==> config.mk <==
export PLATFORM = sky130hd
export DESIGN_NAME = snake_dir_ctrl
export DESIGN_NICKNAME = d
export VERILOG_FILES = /design/src/rtl/snake_dir_ctrl.sv
export SDC_FILE = /design/constraint.sdc
export NUM_CORES = 1
export LEC_CHECK = 0
export ABC_AREA = 1
export BUFFER_PORTS_ARGS = -buffer_cell sky130_fd_sc_hd__buf_2
export CORE_ASPECT_RATIO = 1.4
export CORE_MARGIN = 2
export CORE_UTILIZATION = 50
export DETAILED_ROUTE_END_ITERATION = 16
export PLACE_DENSITY = 0.79
export SYNTH_ARGS = -nofsm -noshare
export SYNTH_HDL_FRONTEND = slang
export SYNTH_SLANG_ARGS = --single-unit
==> constraint.sdc <==
create_clock -name clk -period 3.9 [get_ports clk]
set_clock_uncertainty 0.05 [all_clocks]
set_input_delay 0.78 -clock clk [delete_from_list [all_inputs] [get_ports clk]]
set_output_delay 0.78 -clock clk [all_outputs]
set_load 0.03 [all_outputs]
==> src/rtl/snake_dir_ctrl.sv <==
// snake_dir_ctrl: keyboard events to snake direction, pause and a per-tick turn queue
module snake_dir_ctrl #(
    parameter int DEPTH = 2,
    parameter logic [1:0] INIT_DIR = 2'd1
) (
    input  logic clk,
    input  logic reset,
    input  logic valid,
    input  logic makeBreak,
    input  logic [7:0] outCode,
    input  logic tick,
    output logic [1:0] dir,
    output logic paused,
    output logic move,
    output logic [$clog2(DEPTH+1)-1:0] q_count,
    output logic dropped
);
    localparam int CW = $clog2(DEPTH + 1);
    localparam int PW = DEPTH > 1 ? $clog2(DEPTH) : 1;
    logic [1:0] q [DEPTH];
    logic [PW-1:0] rd, wr, newest;
    logic [7:0] last_key;
    logic is_dir, mapped, accept, space, step, pop, full, legal, push, drop, flush;
    logic [1:0] cand, ref_dir;
    always_comb begin
        is_dir  = outCode == 8'h1D || outCode == 8'h23 || outCode == 8'h1B || outCode == 8'h1C;
        cand    = outCode == 8'h1D ? 2'd0 : outCode == 8'h23 ? 2'd1 : outCode == 8'h1B ? 2'd2 : 2'd3;
        mapped  = is_dir || outCode == 8'h29;
        accept  = valid && makeBreak && mapped && outCode != last_key;
        space   = accept && outCode == 8'h29;
        newest  = wr == '0 ? PW'(DEPTH - 1) : wr - 1'b1;
        ref_dir = q_count != '0 ? q[newest] : dir;
        step    = tick && !paused;
        pop     = step && q_count != '0;
        full    = q_count == CW'(DEPTH);
        legal   = accept && is_dir && !paused && cand != ref_dir && cand != (ref_dir ^ 2'd2);
        push    = legal && (!full || pop);
        drop    = legal && full && !pop;
        flush   = space && !paused;
    end
    always_ff @(posedge clk) begin
        if (reset) begin
            dir      <= INIT_DIR;
            paused   <= 1'b0;
            move     <= 1'b0;
            dropped  <= 1'b0;
            q_count  <= '0;
            last_key <= '0;
            rd       <= '0;
            wr       <= '0;
        end else begin
            move    <= step;
            dropped <= drop;
            if (pop)
                dir <= q[rd];
            if (space)
                paused <= !paused;
            if (accept)
                last_key <= outCode;
            else if (valid && !makeBreak && outCode == last_key)
                last_key <= '0;
            if (flush) begin
                rd      <= '0;
                wr      <= '0;
                q_count <= '0;
            end else begin
                if (push)
                    wr <= wr == PW'(DEPTH - 1) ? '0 : wr + 1'b1;
                if (pop)
                    rd <= rd == PW'(DEPTH - 1) ? '0 : rd + 1'b1;
                q_count <= q_count + CW'(push) - CW'(pop);
            end
        end
    end
    always_ff @(posedge clk)
        if (push)
            q[wr] <= cand;
endmodule

==> out/results.ini, run 1 <==
[die]
ios = 20
core_area_sq_um = 2200
die_width_microns = 44.9
floorplan.die_area_sq_um = 2750
vertical_extent_of_the_die_microns = 61.3
row_count = 20
starting_density_of_the_core_pct = 53.2

[clock_network]
cts_max_path_buffers = 2
count_of_h_tree_levels_built_during_cts = 1
cts.hold.buffers_added = 0
clock_sink_count = 21
cts-root-buf = sky130_fd_sc_hd__clkbuf_4
number_of_buffers_added_for_setup_after_cts = 0
tritoncts = done
clkTransAtPathRegs_ns = 0.11
cts_buffers = 3
clk_latency_ns = 0.30
postCtsResizedCells = 0

[grt]
grt_start_max_net_pins = 13
antenna_violations_before_repair = 0
via_count_of_the_first_global_routing_pass = 1024
grt_remaining_overflow = 0
grt_first_pass_wirelength_microns = 3910
grt_usage_pct = 19.3

[power]
power.ir.vdd_worst_uv = 197
p_leak_nw = 0.601
power.density_nw_per_um2 = 274

[cells_and_area]
drive_above_1_share_pct = 20.9
fin_nets = 206
fin_cells = 213
flow.area_growth_from_synthesis_pct = 12.4
fill_cells = 221
diodes = 0

[timing]
timing.max_slew.rel_slack_pct = 61.6
final.period_utilization_pct = 63.8
timing.final.ws_setup_ns = 1.41
clock.fmax_mhz = 402
rsz0062_at_grt = false
final.setup.tns_ns = 0
endpoints_failing_hold = 0
setup-violations-final = 0
max_slew.worst_pin.slew_ns = 0.576
fin_crit_ns = 2.49
max_slew_violations = 0

[run]
cap_violations = 0

[setup_path]
critPathKind = input port to flip-flop
setup.worst_path.start = outCode[7]
maximum_fanout_encountered_on_the_critical_timing_path = 10
setup.worst_path.start_class = input port
required_ns = 4.05
worst_setup_path_end_kind = flip-flop
worst-endpoint-arrival_ns = 2.64
r2r-start = paused$_SDFFE_PP0P_

[synthesis]
synth-seq-area-share_pct = 39.3
synth-warning-count = 0
netlist-cell-type-count = 23
proportion_of_synthesized_flip_flops_having_asynchronous_set_or_reset_pct = 0
area_contributors_post_synth = sky130_fd_sc_hd__dfxtp_1 (29%), sky130_fd_sc_hd__nand2_1 (17%), sky130_fd_sc_hd__edfxtp_1 (10%), sky130_fd_sc_hd__inv_1 (7.4%), sky130_fd_sc_hd__nor2_1 (5.8%)
post_synth_inst_count = 169
cell_with_the_most_instances_after_synthesis = sky130_fd_sc_hd__nand2_1
postSynthNetCount = 183
mappedNetlistArea_sq_um = 1170
register_bit_total_from_synthesis = 21
synth.largest_area_cell = sky130_fd_sc_hd__dfxtp_1
postSynth.topFlopCell = sky130_fd_sc_hd__dfxtp_1
synth_edf_count = 4
synthDominantCellAreaShare_pct = 29.1
synth_common_cells = sky130_fd_sc_hd__nand2_1 (52), sky130_fd_sc_hd__inv_1 (23), sky130_fd_sc_hd__nor2_1 (18)
synth.avg_cell_area_sq_um = 6.93

[drt]
firstDrtPassIters = 4
antenna_violating_nets_post_route = 0
drc = 0
num_vias = 1065
drtIter0Drc = 17
drt-wirelength-per-cell_microns = 10.6
vias_per_cell = 5.00
postRouteWirelength_microns = 2250

[place]
finalWeightedCongestion = 0.831
dp_hpwl_microns = 1850
pre_cts_slack_ns = 1.10
portBuffers = 19
dpl.cell_count = 209

[worst_hold_path]
hold_start = last_key[7]$_SDFFE_PP0P_
worst_hold_path_type = flip-flop to flip-flop

[status]
status = completed

worst paths after layout:
path | endpoint | slack [ns] | depth (start not counted)
min reg2reg | last_key[7]$_SDFFE_PP0P_ | 0.43 | 2
max | q_count[1]$_SDFF_PP0_ | 1.41 | 15
max reg2reg | q_count[1]$_SDFF_PP0_ | 1.73 | 13
min | last_key[7]$_SDFFE_PP0P_ | 0.43 | 2
kinds of logic (layout without fill, tap and decap cells):
| group | after synthesis | after routing | share of synthesized area (%) |
|---|---|---|---|
| flip-flops | 21 | 21 | 39.3 |
| AND/OR/NAND/NOR | 96 | 96 | 38.1 |
| buffers and inverters | 28 | 50 | 8.97 |
| adder cells (fa/ha/maj) | 1 | 1 | 1.07 |
| XOR/XNOR | 7 | 7 | 5.24 |
| AO/OA/AOI/OAI | 16 | 16 | 7.26 |
area by class of cell:
class | count | area [sq um] | share of cell area (%)
multi-input combinational | 120 | 606 | 46.0
tap | 22 | 27.5 | 2.09
timing repair buffer | 19 | 95.1 | 7.22
sequential | 21 | 460 | 35.0
clock buffer | 4 | 26.3 | 2.00
inverter | 27 | 101 | 7.70
layout by cell type (no fill, tap or decap), drive strengths merged:
cell    Yosys  layout
xnor2       7       7
inv        27      27
o311ai      1       1
nand2      56      56
buf         0      19
o21ai       5       5
nor2       26      26
nand3       5       5
a21oi       9       9
ha          1       1
clkbuf      1       4
a31oi       1       1
dfxtp      17      17
edfxtp      4       4
nand4       4       4
nor3        5       5
stage by stage:
stage                     util (%)  hold slack [ns]  instance area [sq um]  total power [W]
final                         59.8            0.430                   1320         0.000360
after global routing          59.8            0.463                   1320         0.000380
after CTS                     59.8            0.433                   1320         0.000362
after detailed placement      58.6            0.412                   1290         0.000261
after global placement        58.6            0.400                   1290         0.000260
after floorplan                  -            0.388                   1170         0.000246
flip-flops by register name (all words and copies together), names as in the netlist:
signal / cells
dir: 2
dropped: 1
last_key: 8
move: 1
paused: 1
q: 4
q_count: 2
rd: 1
wr: 1
critical path, cell delays in order:
cell,delay [ns]
sky130_fd_sc_hd__buf_2,0.11
sky130_fd_sc_hd__nor2_1,0.17
sky130_fd_sc_hd__nand2_2,0.10
sky130_fd_sc_hd__nor3_2,0.28
sky130_fd_sc_hd__nor2_4,0.10
sky130_fd_sc_hd__nor2_8,0.20
sky130_fd_sc_hd__nand2_2,0.09
sky130_fd_sc_hd__nand2_1,0.08
sky130_fd_sc_hd__o21ai_1,0.08
sky130_fd_sc_hd__ha_1,0.22
sky130_fd_sc_hd__xnor2_1,0.14
sky130_fd_sc_hd__inv_1,0.06
sky130_fd_sc_hd__nand3_1,0.07
sky130_fd_sc_hd__nand2_1,0.11
sky130_fd_sc_hd__nor2_2,0.03
layer usage:
metal | track usage [%] | part of all wire (%)
met5 | 0 | 0
met4 | 6.30 | 0.93
met3 | 2.64 | 3.2
met2 | 39.5 | 54
met1 | 19.1 | 42
power breakdown:
part           switching [W]  internal (W)
clock network      0.0000641     0.0000399
registers        0.000000255      0.000221
logic              0.0000225     0.0000125
total              0.0000868      0.000273
No activity file was read; power rests on OpenSTA's default activity.
==> run 2, diff against run 1 <==
--- a/config.mk
+++ b/config.mk
@@ -9,9 +9,9 @@
 export BUFFER_PORTS_ARGS = -buffer_cell sky130_fd_sc_hd__buf_2
 export CORE_ASPECT_RATIO = 1.4
 export CORE_MARGIN = 2
-export CORE_UTILIZATION = 50
+export CORE_UTILIZATION = 49
 export DETAILED_ROUTE_END_ITERATION = 16
-export PLACE_DENSITY = 0.79
+export PLACE_DENSITY = 0.81
 export SYNTH_ARGS = -nofsm -noshare
 export SYNTH_HDL_FRONTEND = slang
 export SYNTH_SLANG_ARGS = --single-unit
==> constraint.sdc (replaced) <==
create_clock -name clk -period 2.1 [get_ports clk]
set_clock_uncertainty 0.05 [all_clocks]
set_input_delay 0.42 -clock clk [delete_from_list [all_inputs] [get_ports clk]]
set_output_delay 0.42 -clock clk [all_outputs]
set_load 0.03 [all_outputs]
==> run 2 against run 1 <==
  * Critical endpoint unchanged
  * Register-to-register slack got worse by 1.6 ns
  * Critical path depth increased by 2
  * Die area increased by 1.9%
  * Core utilization increased by 3.5 points
  * Wire length increased by 18%
  * Largest power group unchanged
  * Setup slack got worse by 1.3 ns
==> out/results.ini, run 2 (synthesized netlist as in run 1, its figures left out) <==
[power]
netSwitchingFraction_pct = 25.3  ; +1.2 points
power.density_nw_per_um2 = 463  ; +69%
switching_power_total_w = 0.000174  ; +100%
p_leak_nw = 0.673  ; +12%
power.ir.vdd_worst_uv = 315  ; +60%
internal_power_w = 0.000512  ; +87%
total_power_w = 0.000686  ; +90%
share_clk_of_total_power_pct = 28.5  ; -0.4 points
power.combinational.fraction_pct = 11.8  ; +2.1 points
p_seq_share_pct = 59.7  ; -1.7 points

[cells_and_area]
postLayoutCoreUtil_pct = 63.3  ; +3.5 points
fin_nets = 220  ; +6.8%
final_common_cell = sky130_fd_sc_hd__nand2_1
diodes = 0  ; unchanged
flow.area_growth_from_synthesis_pct = 26.4
largest-register = last_key
drive_above_1_share_pct = 33.7  ; +13 points
fill_cells = 218  ; -1.4%
highest_count_cells_in_the_layout_ignoring_fill_and_taps = sky130_fd_sc_hd__nand2_1 (51), sky130_fd_sc_hd__inv_1 (22), sky130_fd_sc_hd__buf_2 (19)
post-route-cell-area_sq_um = 1480  ; +12%
number_of_flip_flops_in_the_largest_register = 8  ; unchanged
biggestRegsByFlops = last_key x8, q x4

[drt]
dr_wl_met3_microns = 64  ; -9.9%
drtIter0Drc = 52  ; +35
drt-wirelength-per-cell_microns = 11.7  ; +10%
num_vias = 1189  ; +12%
dr_wl_met2_microns = 1470  ; +22%
postRouteWirelength_microns = 2660  ; +18%
antenna_violating_nets_post_route = 0  ; unchanged
wl_met1_microns = 1070  ; +14%
highest_layer = met4
firstDrtPassIters = 4  ; unchanged
drc = 0  ; unchanged
vias_per_cell = 5.21  ; +4.3%

[grt]
via_count_of_the_first_global_routing_pass = 1103  ; +7.7%
antenna_violations_before_repair = 0  ; unchanged
grt_start_max_net_pins = 13  ; unchanged
grt_first_pass_wirelength_microns = 4160  ; +6.3%
grt_usage_pct = 20.5  ; +1.2 points
grt_remaining_overflow = 0  ; unchanged

[place]
portBuffers = 19  ; unchanged
dp_hpwl_microns = 1990  ; +7.6%
finalWeightedCongestion = 0.839  ; +0.97%
detailed_place.area_sq_um = 1390  ; +7.7%

[run]
cap_violations = 0  ; unchanged

[die]
ios = 20  ; unchanged
row_count = 21  ; +5.0%
core_area_sq_um = 2340  ; +6.2%
starting_density_of_the_core_pct = 50.1  ; -3.1 points
vertical_extent_of_the_die_microns = 61.8  ; +0.95%
floorplan.die_area_sq_um = 2800  ; +1.9%
die_width_microns = 45.3  ; +0.92%

[timing]
final.period_utilization_pct = 94.7
max_slew_violations = 0  ; unchanged
timing.max_slew.rel_slack_pct = 82.5  ; +21 points
worst_hold_slack_ns = 0.321  ; -0.109 ns
clock.fmax_mhz = 503
max_slew.worst_pin.slew_ns = 0.259  ; -0.317 ns
endpoints_failing_hold = 0  ; unchanged
setup-violations-final = 0  ; unchanged
fin_crit_ns = 1.99

[clock_network]
clock_sink_count = 21  ; unchanged
cts.hold.buffers_added = 0  ; unchanged
tritoncts = done
clkTransAtPathRegs_ns = 0.12  ; about the same
cts-root-buf = sky130_fd_sc_hd__clkbuf_4
count_of_h_tree_levels_built_during_cts = 1  ; unchanged
cts_buffers = 3  ; unchanged
cts_max_path_buffers = 2  ; unchanged
clk_latency_ns = 0.31  ; about the same

[setup_path]
critical_path.max_stage_delay_ns = 0.19  ; -0.09 ns
required_ns = 2.30  ; -1.75 ns
setup.worst_path.start_class = input port
critPathSlowestCell = sky130_fd_sc_hd__ha_2
crit_chain = buf_2 -> inv_2 -> nand2_1 -> nor2_1 -> o21ai_2 -> nand2_2 -> nand3_1 -> nor2_2 -> nand2_2 -> nand2_1 -> o21ai_1 -> ha_2 -> xnor2_2 -> inv_1 -> nand3_1 -> nand2_1 -> nor2_2
worst_setup_path_end_kind = flip-flop
critPathKind = input port to flip-flop
critPathMostFrequentCell = sky130_fd_sc_hd__nand2_1
worst-endpoint-arrival_ns = 2.19  ; -0.45 ns
reg2reg_slack_ns = 0.12  ; -1.61 ns
r2r-start = q_count[1]$_SDFF_PP0_
timing.critical_path.max_delay_family = simple AND/OR/NAND/NOR gates
r2r_cells = 16  ; +3
maximum_fanout_encountered_on_the_critical_timing_path = 6  ; -4
regToRegEndpoint = q_count[1]$_SDFF_PP0_
worst-path-buf-inv = 3  ; +1

[worst_hold_path]
hold_end = move$_SDFF_PP0_
hold_start = tick
whs_path_depth = 3  ; +1
worst_hold_path_type = input port to flip-flop

[status]
status = completed

-- run 2: changes by cell type in the layout (fill, tap and decap cells not counted), sizes merged --
cell,previous run,this run
clkbuf,4,3
buf,19,33
clkinv,0,1
-- run 2: layout make-up --
| type | count | area [sq um] | area share [%] |
|---|---|---|---|
| Clock inverter | 1 | 5.00 | 0.338 |
| Timing Repair Buffer | 33 | 200 | 13.5 |
| Tap cell | 23 | 28.8 | 1.94 |
| Multi-Input combinational cell | 120 | 656 | 44.3 |
| Sequential cell | 21 | 467 | 31.5 |
| Clock buffer | 3 | 22.5 | 1.52 |
| Inverter | 27 | 101 | 6.85 |
-- run 2: layer usage --
layer  up-vias  global-route usage [%]
li1        600                       -
met2        31                    39.2
met1       551                    20.3
met4         0                    11.8
met5         -                       0
met3         7                    3.47
-- run 2: worst min-delay path: cells and delay by family --
kind,cells,cell delay [ns]
buf+inv,1,0.08
simple gates,2,0.15
-- run 2: timing repair --
item                                   CTS  global route
endpoints found under the hold margin    0             0
buffers inserted                         0             1
setup endpoints to repair                0             1
gates resized for setup                  0            19
-- run 2: power groups by stage --
stage	clock network (W)	logic [W]	registers [W]
floorplan	0	0.0000355	0.000422
global placement	0	0.0000704	0.000420
detailed placement	0	0.0000737	0.000420
CTS	0.000198	0.0000740	0.000411
global route	0.000223	0.0000885	0.000410
finish	0.000195	0.0000810	0.000409
-- run 2: stage by stage --
step | setup slack, ns | cells | TNS [ns]
floorplan | 0.00820 | 169 | 0
CTS | 0.0137 | 227 | 0
global route | -0.0263 | 228 | -0.0263
global placement | -0.0634 | 223 | -0.0634
detailed placement | -0.213 | 223 | -0.213
finish | 0.112 | 228 | 0
-- run 2: worst max path at each step --
stage	cells after the start	endpoint	startpoint
after floorplan	14	q_count[1]$_SDFF_PP0_	outCode[7]
after global placement	17	q_count[1]$_SDFF_PP0_	outCode[5]
after detailed placement	17	q_count[1]$_SDFF_PP0_	outCode[7]
after CTS	14	q_count[1]$_SDFF_PP0_	q_count[1]$_SDFF_PP0_
after global routing	18	q_count[1]$_SDFF_PP0_	outCode[0]
final	17	q_count[1]$_SDFF_PP0_	outCode[2]
